**src/rtl/video_pkg.sv**
```systemverilog
// Shared video definitions: resolution defaults, colour width, the beat
// struct carried along the daisy chain and the source FSM state type.
package video_pkg;

    localparam int VIDEO_H_RES = 640;
    localparam int VIDEO_V_RES = 480;
    localparam int RGB_W       = 12;
    localparam int VIDEO_XW    = $clog2(VIDEO_H_RES);
    localparam int VIDEO_YW    = $clog2(VIDEO_V_RES);

    // One pixel beat as seen by the daisy cores and the line buffer.
    typedef struct packed {
        logic [VIDEO_XW-1:0] x;
        logic [VIDEO_YW-1:0] y;
        logic                sof;
        logic                eol;
        logic                eof;
        logic [RGB_W-1:0]    rgb;
    } pixel_beat_t;

    typedef enum logic {
        SRC_IDLE,
        SRC_STREAM
    } src_state_t;

endpackage

```
**src/rtl/video_xy_counter.sv**
```systemverilog
// Raster x/y counter: clear to the origin, advance one pixel per enable,
// wrap at the end of each line and frame, and decode the position tags.
module video_xy_counter
    import video_pkg::*;
#(
    parameter int H_RES = VIDEO_H_RES,
    parameter int V_RES = VIDEO_V_RES,
    localparam int XW = $clog2(H_RES),
    localparam int YW = $clog2(V_RES)
) (
    input  logic          clk,
    input  logic          rst,
    input  logic          clear,
    input  logic          advance,
    output logic [XW-1:0] x,
    output logic [YW-1:0] y,
    output logic          sof,
    output logic          eol,
    output logic          eof
);

    localparam logic [XW-1:0] X_LAST = XW'(H_RES - 1);
    localparam logic [YW-1:0] Y_LAST = YW'(V_RES - 1);

    logic [XW-1:0] x_q, x_d;
    logic [YW-1:0] y_q, y_d;

    // Next position: clear wins, otherwise step along the raster with wrap.
    always_comb begin
        x_d = x_q;
        y_d = y_q;
        if (clear) begin
            x_d = '0;
            y_d = '0;
        end else if (advance) begin
            if (x_q == X_LAST) begin
                x_d = '0;
                if (y_q == Y_LAST) begin
                    y_d = '0;
                end else begin
                    y_d = y_q + YW'(1);
                end
            end else begin
                x_d = x_q + XW'(1);
            end
        end
    end

    // Position registers, reset to the origin.
    always_ff @(posedge clk) begin
        if (rst) begin
            x_q <= '0;
            y_q <= '0;
        end else begin
            x_q <= x_d;
            y_q <= y_d;
        end
    end

    // Tags decode straight from the registered position.
    always_comb begin
        x   = x_q;
        y   = y_q;
        sof = (x_q == '0) && (y_q == '0);
        eol = (x_q == X_LAST);
        eof = (x_q == X_LAST) && (y_q == Y_LAST);
    end

endmodule

```
**src/rtl/video_frame_src.sv**
```systemverilog
// Head of the video daisy chain: waits for a display-side frame start, then
// streams one beat per pixel with valid/ready flow control.
module video_frame_src
    import video_pkg::*;
#(
    parameter int H_RES = VIDEO_H_RES,
    parameter int V_RES = VIDEO_V_RES,
    localparam int XW = $clog2(H_RES),
    localparam int YW = $clog2(V_RES)
) (
    input  logic             sys_clk,
    input  logic             sys_rst,
    input  logic             enable,
    input  logic             frame_sync,
    input  logic [RGB_W-1:0] bg_rgb,
    output logic             src_vld,
    input  logic             src_rdy,
    output logic [XW-1:0]    src_x,
    output logic [YW-1:0]    src_y,
    output logic             src_sof,
    output logic             src_eol,
    output logic             src_eof,
    output logic [RGB_W-1:0] src_rgb,
    output logic             frame_done,
    output logic             sync_miss
);

    src_state_t state_q, state_d;

    logic             start;
    logic             accept;
    logic             cnt_eof;
    logic [RGB_W-1:0] rgb_q, rgb_d;
    logic             frame_done_q, frame_done_d;
    logic             sync_miss_q, sync_miss_d;

    video_xy_counter #(
        .H_RES (H_RES),
        .V_RES (V_RES)
    ) u_xy (
        .clk     (sys_clk),
        .rst     (sys_rst),
        .clear   (start),
        .advance (accept),
        .x       (src_x),
        .y       (src_y),
        .sof     (src_sof),
        .eol     (src_eol),
        .eof     (cnt_eof)
    );

    // State register.
    always_ff @(posedge sys_clk) begin
        if (sys_rst) begin
            state_q <= SRC_IDLE;
        end else begin
            state_q <= state_d;
        end
    end

    // Next state: a frame starts only from idle; leaving happens when the eof beat is taken.
    always_comb begin
        state_d = state_q;
        start   = 1'b0;
        unique case (state_q)
            SRC_IDLE: begin
                if (frame_sync && enable) begin
                    state_d = SRC_STREAM;
                    start   = 1'b1;
                end
            end
            SRC_STREAM: begin
                if (accept && cnt_eof) begin
                    state_d = SRC_IDLE;
                end
            end
            default: state_d = SRC_IDLE;
        endcase
    end

    // Outputs decoded from state; valid depends only on the state flop.
    always_comb begin
        src_vld    = (state_q == SRC_STREAM);
        accept     = src_vld && src_rdy;
        src_eof    = cnt_eof;
        src_rgb    = rgb_q;
        frame_done = frame_done_q;
        sync_miss  = sync_miss_q;
    end

    // Colour is captured when a beat is loaded, so it holds through stalls.
    always_comb begin
        rgb_d        = rgb_q;
        frame_done_d = accept && cnt_eof;
        sync_miss_d  = frame_sync && (state_q == SRC_STREAM);
        if (start || (accept && !cnt_eof)) begin
            rgb_d = bg_rgb;
        end
    end

    // Colour and pulse registers.
    always_ff @(posedge sys_clk) begin
        if (sys_rst) begin
            rgb_q        <= '0;
            frame_done_q <= 1'b0;
            sync_miss_q  <= 1'b0;
        end else begin
            rgb_q        <= rgb_d;
            frame_done_q <= frame_done_d;
            sync_miss_q  <= sync_miss_d;
        end
    end

endmodule

```
**config.mk**
```make
export PLATFORM = sky130hd
export DESIGN_NAME = video_frame_src
export DESIGN_NICKNAME = d
export VERILOG_FILES = /design/src/rtl/video_pkg.sv /design/src/rtl/video_xy_counter.sv /design/src/rtl/video_frame_src.sv
export SDC_FILE = /design/constraint.sdc
export NUM_CORES = 1
export LEC_CHECK = 0
export BUFFER_PORTS_ARGS = -buffer_cell sky130_fd_sc_hd__buf_4
export CORE_UTILIZATION = 51
export DETAILED_ROUTE_END_ITERATION = 8
export PLACE_DENSITY = 0.8
export REMOVE_ABC_BUFFERS = 1
export SLEW_MARGIN = 40
export SYNTH_ARGS = -nofsm -noshare
export SYNTH_HDL_FRONTEND = slang
export SYNTH_SLANG_ARGS = --single-unit
```
**constraint.sdc**
```tcl
create_clock -name sys_clk -period 3.5 [get_ports sys_clk]
set_clock_uncertainty 0.05 [all_clocks]
set_input_delay 0.875 -clock sys_clk [delete_from_list [all_inputs] [get_ports sys_clk]]
set_output_delay 0.875 -clock sys_clk [all_outputs]
set_load 0.02 [all_outputs]
```
After elaboration in Yosys (flattened, before gate mapping)
Index checks and enable logic that the tools add are counted.

operators by class
  $add $sub $neg = 2
  equality and inequality tests = 2
  muxes and demuxes = 6
  bitwise operators = 1
  reductions and logical operators = 13

operators with widths
  kind                                                              number
  10-bit by 1-bit adder with 10-bit output (second input constant)  1
  10-bit equality test (second input constant)                      1
  10-bit logical NOT                                                1
  10-bit two-way mux                                                1
  9-bit by 1-bit adder with 9-bit output (second input constant)    1
  9-bit equality test (second input constant)                       1
  9-bit logical NOT                                                 1
  9-bit two-way mux                                                 1
  1-bit logical AND                                                 7
  1-bit two-way mux                                                 3
  1-bit one-hot mux with 2 select lines                             1
  2-bit AND reduction                                               1
  2-bit OR reduction                                                1
  1-bit logical NOT                                                 1
  1-bit logical OR                                                  1
  1-bit NOT                                                         1

storage, ports and cells
  flip-flop bits (word level) = 34
  output and inout port bits = 37
  word-level logic and storage cells = 30

Longest topological paths before layout
Gate-level depths: netlist of the first run.

  word-level depth = 5
  depth in mapped cells = 7

Hierarchy
Synthesis of the first run repeated with hierarchy kept, for this count alone.

unflattened totals
  cell total of the unflattened synthesis = 185
  area, all modules = 1669.1 µm²

modules (own cells, without submodules)
  module            instances  cells each  area an instance (µm²)  sequential area each (µm²)
  video_xy_counter  1          122         996.0                   380.4
  video_frame_src   1          63          673.1                   300.3

Worst setup path after synthesis of the first run
Ideal clock, no wire load.

  path type = reg-to-output
  start = register u_xy.y_q[0] (netlist: u_xy.y[0])
  end = output port src_eof
  arrival time = 1.584 ns
  data required time = 2.575 ns
  setup slack = 0.991 ns
  cell stages (with the launch flop) = 5
  cells stage by stage = dfxtp_1 ha_1 nand4_1 or3_1 nor2_1

between the ends
  cells in the longest elaborated chain, start to end = 2

RTL lines
  item                    RTL line                RTL
  start, declared         video_xy_counter.sv:26  logic [YW-1:0] y_q, y_d;
  start signal, assigned  video_xy_counter.sv:56  y_q <= y_d;
  9-bit equality test     video_xy_counter.sv:66  eof = (x_q == X_LAST) && (y_q == Y_LAST);
  1-bit logical AND       video_xy_counter.sv:66
  end, declared           video_frame_src.sv:22   output logic src_eof,

No other way between the ends.

Final worst setup path of the first run
Same ends and word-level chain as after synthesis.

==> out/results.ini, run 1 <==
[outcome]
run_status=complete, no violations

[timing]
min_period_over_period_pct=80.19
report.final.slew_viol_count=0
tightest_slew_ns=0.5146
layout_setup_ws_ns=0.6935
setup_viol=0
hold_viol=0
timing.final.crit_period_ns=2.806
relSlewSlack_pct=65.56
fmax_mhz=356.3
final.setup.tns_ns=0
rsz0062_at_grt=false

[cells_and_area]
antenna_cells_inserted=0
design.final.nets=260
fill_cells=295
ff_latch_area_sq_um=680.7
growth_of_design_area_from_synthesis_to_finish_pct=29.66
multi_input_gate_area_sq_um=929.6
layout-drive-gt1-share_pct=28.33

[place]
port_buffers=53
gp_routability_congestion=0.9200
dpl_worst_slack_ns=1.065
dp_hpwl_mm=2.718

[synthesis]
synth.top_cells.by_count=sky130_fd_sc_hd__dfxtp_1, sky130_fd_sc_hd__nand2b_1, sky130_fd_sc_hd__nor2_1
synth_area_sq_mm=0.001692
synthMostInstantiatedCell=sky130_fd_sc_hd__dfxtp_1
synth.yosys.seq_area_share_pct=40.24
synth_edf_count=0
synth_warnings=0
synth_top_flop_cell=sky130_fd_sc_hd__dfxtp_1
yosys.cell_types.count=37
postSynthRegisterBits=34
synth_top_cell_by_area=sky130_fd_sc_hd__dfxtp_1
ys_async_sr_fraction_pct=0
syn-instance-count=186
netlist_top_cells_area=sky130_fd_sc_hd__dfxtp_1, sky130_fd_sc_hd__nand2b_1, sky130_fd_sc_hd__mux2i_1
avgSynthCellArea_sq_um=9.095
synth.top_cell.area_share_pct=40.24

[floorplan]
die_area_sq_mm=0.003551
die_height_microns=59.59
floorplan.initialDensity_pct=54.52
die_width_microns=59.59
placement_rows=20
floorplan.core_area_sq_mm=0.003103
ioPinCount=54

[grt]
globalRouteOverflowTotal=0
first_pass_grt_wire_length_mm=5.802
grt.total_usage_pct=21.76
grt_start_max_net_pins=30
grt_antenna_before_repair=0
via_count_of_the_first_global_routing_pass=1339

[route]
drc_errors=0
route.antenna.remaining_nets=0
avgRoutedWirePerCell_microns=13.08
wl_mm=3.716
viasPerCell=5.250
drt_pre_antenna_iters=4
detailedRoute.firstIterationViolations=33
route.vias.total=1491

[worst_setup_path]
timing.critical_path.fanout_max=6
critPathLaunchType=flop
worst_ep_arrival_time_ns=1.88
critical_path_start_end_classification=flop to output pin
critical_path_required_ns=2.57
critical_path.max_stage_delay_ns=0.44
timing.critical_path.cells=ha_1 -> nand4_1 -> or3_1 -> nor2_1 -> buf_4
setup.worst_path.end_class=output pin
critical-path-slowest-cell=sky130_fd_sc_hd__dfxtp_1

[clock_network]
cts-htree-levels=2
cts_hold_repair.buffers=0
path_clk_slew_ns=0.10
number_of_buffers_created_by_cts=5
numClockSinks=34
tritoncts=done
clock_tree.buffer_depth=2
clk_latency_ns=0.34
cts.root.buffer_cell=sky130_fd_sc_hd__clkbuf_4
number_of_gates_resized_after_cts=0
cts_setup_buffers=0

[power_and_ir_drop]
powerDensity_mw_per_mm2=398.1
vdd_ir_drop_max_mv=0.2345
cellLeakagePower_nw=0.9553
total_power_mw=0.8732

[run]
max_cap_viol_count=0

[hold_path]
worst_hold_path_type=flop to flop

==> flip-flops by register name, indices dropped and copies added, names as in the netlist <==
register and count:
frame_done 1, src_rgb 12, src_vld 1, sync_miss 1, u_xy.x 10, u_xy.y 9
==> per-stage QoR <==
stage          hold WS, ns  cells  instance area, sq um  util (%)
2_1_floorplan       0.4986    179                  1629         -
3_3_place_gp        0.4122    276                  2082     67.10
3_5_place_dp        0.4156    276                  2082     67.10
4_1_cts             0.4334    284                  2193     70.69
5_1_grt             0.4543    284                  2193     70.69
6_report            0.4319    284                  2193     70.69
==> final timing paths <==
| kind | start | to | slack, ns | depth (start not counted) |
|---|---|---|---|---|
| min | src_rgb[9] | src_rgb[9] | 0.43 | 2 |
| min reg2reg | src_rgb[9] | src_rgb[9] | 0.43 | 2 |
| max reg2reg | u_xy.x[0] | u_xy.y[5] | 1.43 | 5 |
| max | u_xy.y[0] | src_eof | 0.69 | 5 |
==> cell type report <==
cell class	instances	share of cell area, %
multi-input cells	140	42.38
inverters	5	0.8557
repair buffers	53	18.14
well taps	44	2.510
clock inverters	2	2.738
clock buffers	6	2.339
flip-flops and latches	34	31.03
==> logic make-up (layout without fill, tap and decap cells) <==
family | count (synthesis) | in the layout | synth area share (%)
and+or+nand+nor | 96 | 96 | 33.21
buffers and inverters | 12 | 66 | 4.807
DFF | 34 | 34 | 40.24
xor gates and xnor gates | 11 | 11 | 5.695
AOI/OAI and AO/OA | 17 | 17 | 5.991
muxes | 12 | 12 | 7.101
adders and majority gates | 4 | 4 | 2.959
==> power breakdown <==
| part | internal, mW | total [mW] | switching, mW |
|---|---|---|---|
| clock network | 0.242 | 0.379 | 0.137 |
| registers | 0.398 | 0.405 | 0.00693 |
| logic | 0.0437 | 0.0895 | 0.0458 |
==> layout by cell type, fill, tap and decap left out, types with 2 or more instances in the layout <==
cell                        count
sky130_fd_sc_hd__a21oi_1        9
sky130_fd_sc_hd__and3_1         2
sky130_fd_sc_hd__and3_2         2
sky130_fd_sc_hd__buf_4         53
sky130_fd_sc_hd__bufinv_16      2
sky130_fd_sc_hd__clkbuf_4       5
sky130_fd_sc_hd__dfxtp_1       34
sky130_fd_sc_hd__ha_1           4
sky130_fd_sc_hd__inv_1          5
sky130_fd_sc_hd__mux2i_1       12
sky130_fd_sc_hd__nand2_1       12
sky130_fd_sc_hd__nand2b_1      24
sky130_fd_sc_hd__nand3_1       12
sky130_fd_sc_hd__nand4_1        7
sky130_fd_sc_hd__nor2_1        15
sky130_fd_sc_hd__nor3_1         3
sky130_fd_sc_hd__nor4_1         5
sky130_fd_sc_hd__o21ai_0        4
sky130_fd_sc_hd__o31ai_1        2
sky130_fd_sc_hd__or3_1          3
sky130_fd_sc_hd__or4_1          2
sky130_fd_sc_hd__xnor2_1        6
sky130_fd_sc_hd__xor2_1         5
==> per-layer routing <==
layer  GRT usage (%)  routed length [microns]  vias up
li1                -                        -      755
met2           37.72                     1774       41
met1           25.74                     1683      690
met5               0                        0        -
met4           8.970                       51        0
met3           5.022                      206        5
==> critical path: cells and delay by family, from the launching register on <==
family                     cells  cell delay (ns)
and+or+nand+nor                3             0.64
buffers and inverters          1             0.16
adders and majority gates      1             0.30
DFF                            1             0.44
(Power assumes the default switching activity.)
==> inputs of run 2 (changes only) <==
Settings changed: ABC_AREA set to 1, CORE_UTILIZATION 51 to 46, PLACE_DENSITY 0.8 to 0.76.
Clock period 3.5 ns to 2.3 ns, I/O delays scaled along.
==> out/results.ini, run 2 <==
[outcome]
run_status=complete, no violations

[floorplan]
ioPinCount=54
floorplan.core_area_sq_mm=0.003689
floorplan.initialDensity_pct=48.20
placement_rows=22
die_width_microns=64.17
die_height_microns=64.17
die_area_sq_mm=0.004118

[route]
drt_pre_antenna_iters=4
avgRoutedWirePerCell_microns=10.96
drc_errors=0
route.vias.total=1734
detailedRoute.firstIterationViolations=56
route.antenna.remaining_nets=0
viasPerCell=4.764
wl_mm=3.991

[clock_network]
path_clk_slew_ns=0.07
number_of_buffers_created_by_cts=5
number_of_gates_resized_after_cts=0
numClockSinks=34
cts.root.buffer_cell=sky130_fd_sc_hd__clkbuf_8
tritoncts=done
clk_latency_ns=0.28
cts_setup_buffers=0
cts-htree-levels=2
cts_hold_repair.buffers=0
clock_tree.buffer_depth=2

[timing]
min_period_over_period_pct=93.55
hold_viol=0
rsz0062_at_grt=false
timing.final.crit_period_ns=2.152
report.final.slew_viol_count=0
relSlewSlack_pct=62.00
final.setup.tns_ns=0
tightest_slew_ns=0.5684
setup_viol=0
fmax_mhz=464.8

[cells_and_area]
flip_flop_count_of_the_largest_register_after_layout=12
layout.cells.most_common_list=sky130_fd_sc_hd__buf_4, sky130_fd_sc_hd__nand2_1, sky130_fd_sc_hd__nor2_1, sky130_fd_sc_hd__inv_1, sky130_fd_sc_hd__dfxtp_1
final_area_sq_mm=0.002288
design.final.nets=336
growth_of_design_area_from_synthesis_to_finish_pct=28.71
layout.cells.most_common=sky130_fd_sc_hd__buf_4
layout-drive-gt1-share_pct=26.27
antenna_cells_inserted=0

[run]
max_cap_viol_count=0

[grt]
grt_start_max_net_pins=26
grt_antenna_before_repair=0
grt.total_usage_pct=21.58
via_count_of_the_first_global_routing_pass=1572
first_pass_grt_wire_length_mm=6.920
globalRouteOverflowTotal=0

[synthesis]
synth_top_cell_by_area=sky130_fd_sc_hd__dfxtp_1
synth_edf_count=0
postSynthRegisterBits=34
synth.top_cell.area_share_pct=38.28
yosys.cell_types.count=27
avgSynthCellArea_sq_um=6.838
synth_warnings=0
synth.top_cells.by_count=sky130_fd_sc_hd__nand2_1, sky130_fd_sc_hd__nor2_1, sky130_fd_sc_hd__inv_1, sky130_fd_sc_hd__dfxtp_1, sky130_fd_sc_hd__nand3_1
syn-instance-count=260
synthMostInstantiatedCell=sky130_fd_sc_hd__nand2_1
synth_top_flop_cell=sky130_fd_sc_hd__dfxtp_1
netlist_top_cells_area=sky130_fd_sc_hd__dfxtp_1, sky130_fd_sc_hd__nand2_1, sky130_fd_sc_hd__nor2_1
synth.yosys.seq_area_share_pct=38.28
ys_async_sr_fraction_pct=0
synth_area_sq_mm=0.001778

[place]
port_buffers=53
gp_routability_congestion=0.7930
dp_hpwl_mm=2.964
placedInstanceArea_sq_mm=0.002197

[worst_setup_path]
worst_ep_arrival_time_ns=1.53
regToRegStartpoint=u_xy.x[1]
worst-r2r-cell-count=8
rrSetupSlack_ns=0.39
critPathLaunchType=flop
critical_path_required_ns=1.67
timing.critical_path.fanout_max=5
setup.worst_path.end_class=output pin
critical_r2r_capture=src_rgb[7]
critical_path_start_end_classification=flop to output pin

[power_and_ir_drop]
vdd_ir_drop_max_mv=0.4704
cellLeakagePower_nw=1.073
powerDensity_mw_per_mm2=550.9
total_power_mw=1.261

[hold_path]
hold_depth=2
worstHoldStart=sys_rst
min_delay_worst_endpoint=frame_done
worst_hold_path_type=primary input to flop

-- run 2: changes by cell type in the layout (fill, tap and decap cells not counted), moves of 6 or more --
cell                       change
sky130_fd_sc_hd__inv_1        +32
sky130_fd_sc_hd__nand2b_1     -24
sky130_fd_sc_hd__mux2i_1      -12
sky130_fd_sc_hd__inv_2         +6
sky130_fd_sc_hd__xnor2_1       -6
sky130_fd_sc_hd__nand3_1      +13
sky130_fd_sc_hd__nand2_1      +38
sky130_fd_sc_hd__nor2_1       +29
sky130_fd_sc_hd__a21oi_1       +8
-- run 2: layout make-up --
| class | instances | area (sq um) |
|---|---|---|
| Clock buffer | 7 | 86.33 |
| Clock inverter | 1 | 5.005 |
| Fill cell | 385 | 1400 |
| Inverter | 43 | 161.4 |
| Multi-Input combinational cell | 178 | 897.1 |
| Sequential cell | 34 | 680.7 |
| Tap cell | 48 | 60.06 |
| Timing Repair Buffer | 53 | 397.9 |
-- run 2: logic make-up after synthesis --
logic type	after synthesis	synth area share [%]
simple gates	144	36.73
buf+inv	48	11.26
flops	34	38.28
compound gates	27	9.430
fa+ha+maj	4	2.815
xor+xnor	3	1.478
-- run 2: critical path, cell delays in order, from the launching register on --
cell                      delay (ns)
sky130_fd_sc_hd__dfxtp_1        0.41
sky130_fd_sc_hd__ha_1           0.23
sky130_fd_sc_hd__nand3_2        0.11
sky130_fd_sc_hd__nor2_4         0.14
sky130_fd_sc_hd__nand2_4        0.09
sky130_fd_sc_hd__nor2_2         0.11
sky130_fd_sc_hd__buf_4          0.15
-- run 2: how the worst max path moves through the flow --
| stage | from | endpoint | slack [ns] | depth (start not counted) |
|---|---|---|---|---|
| CTS | u_xy.x[1] | src_eof | 0.13 | 6 |
| detailed placement | u_xy.x[1] | src_rgb[10] | 0.40 | 8 |
| global placement | u_xy.x[1] | src_rgb[4] | 0.45 | 8 |
| global route | u_xy.x[0] | src_sof | 0.03 | 5 |
| floorplan | u_xy.x[0] | src_sof | 0.25 | 4 |
| finish | u_xy.x[1] | src_eof | 0.15 | 6 |
-- run 2: report_power, final --
group	internal (mW)	switching (mW)
registers	0.612	0.0154
clock network	0.241	0.208
logic	0.0784	0.105
-- run 2: stage by stage --
stage	hold slack (ns)	setup WS (ns)	util [%]	cells
2_1_floorplan	0.4989	0.2475	-	255
3_3_place_gp	0.4362	0.4520	59.57	356
3_5_place_dp	0.4471	0.3957	59.57	356
4_1_cts	0.4255	0.1275	62.04	364
5_1_grt	0.4261	0.02875	62.04	364
6_report	0.4349	0.1484	62.04	364
-- run 2: layer usage --
layer	global-route usage [%]	vias up	share of wire, %
li1	-	919	-
met2	36.04	37	47
met4	6.667	0	0.68
met1	26.97	776	47
met3	5.714	2	4.7
met5	0	-	0
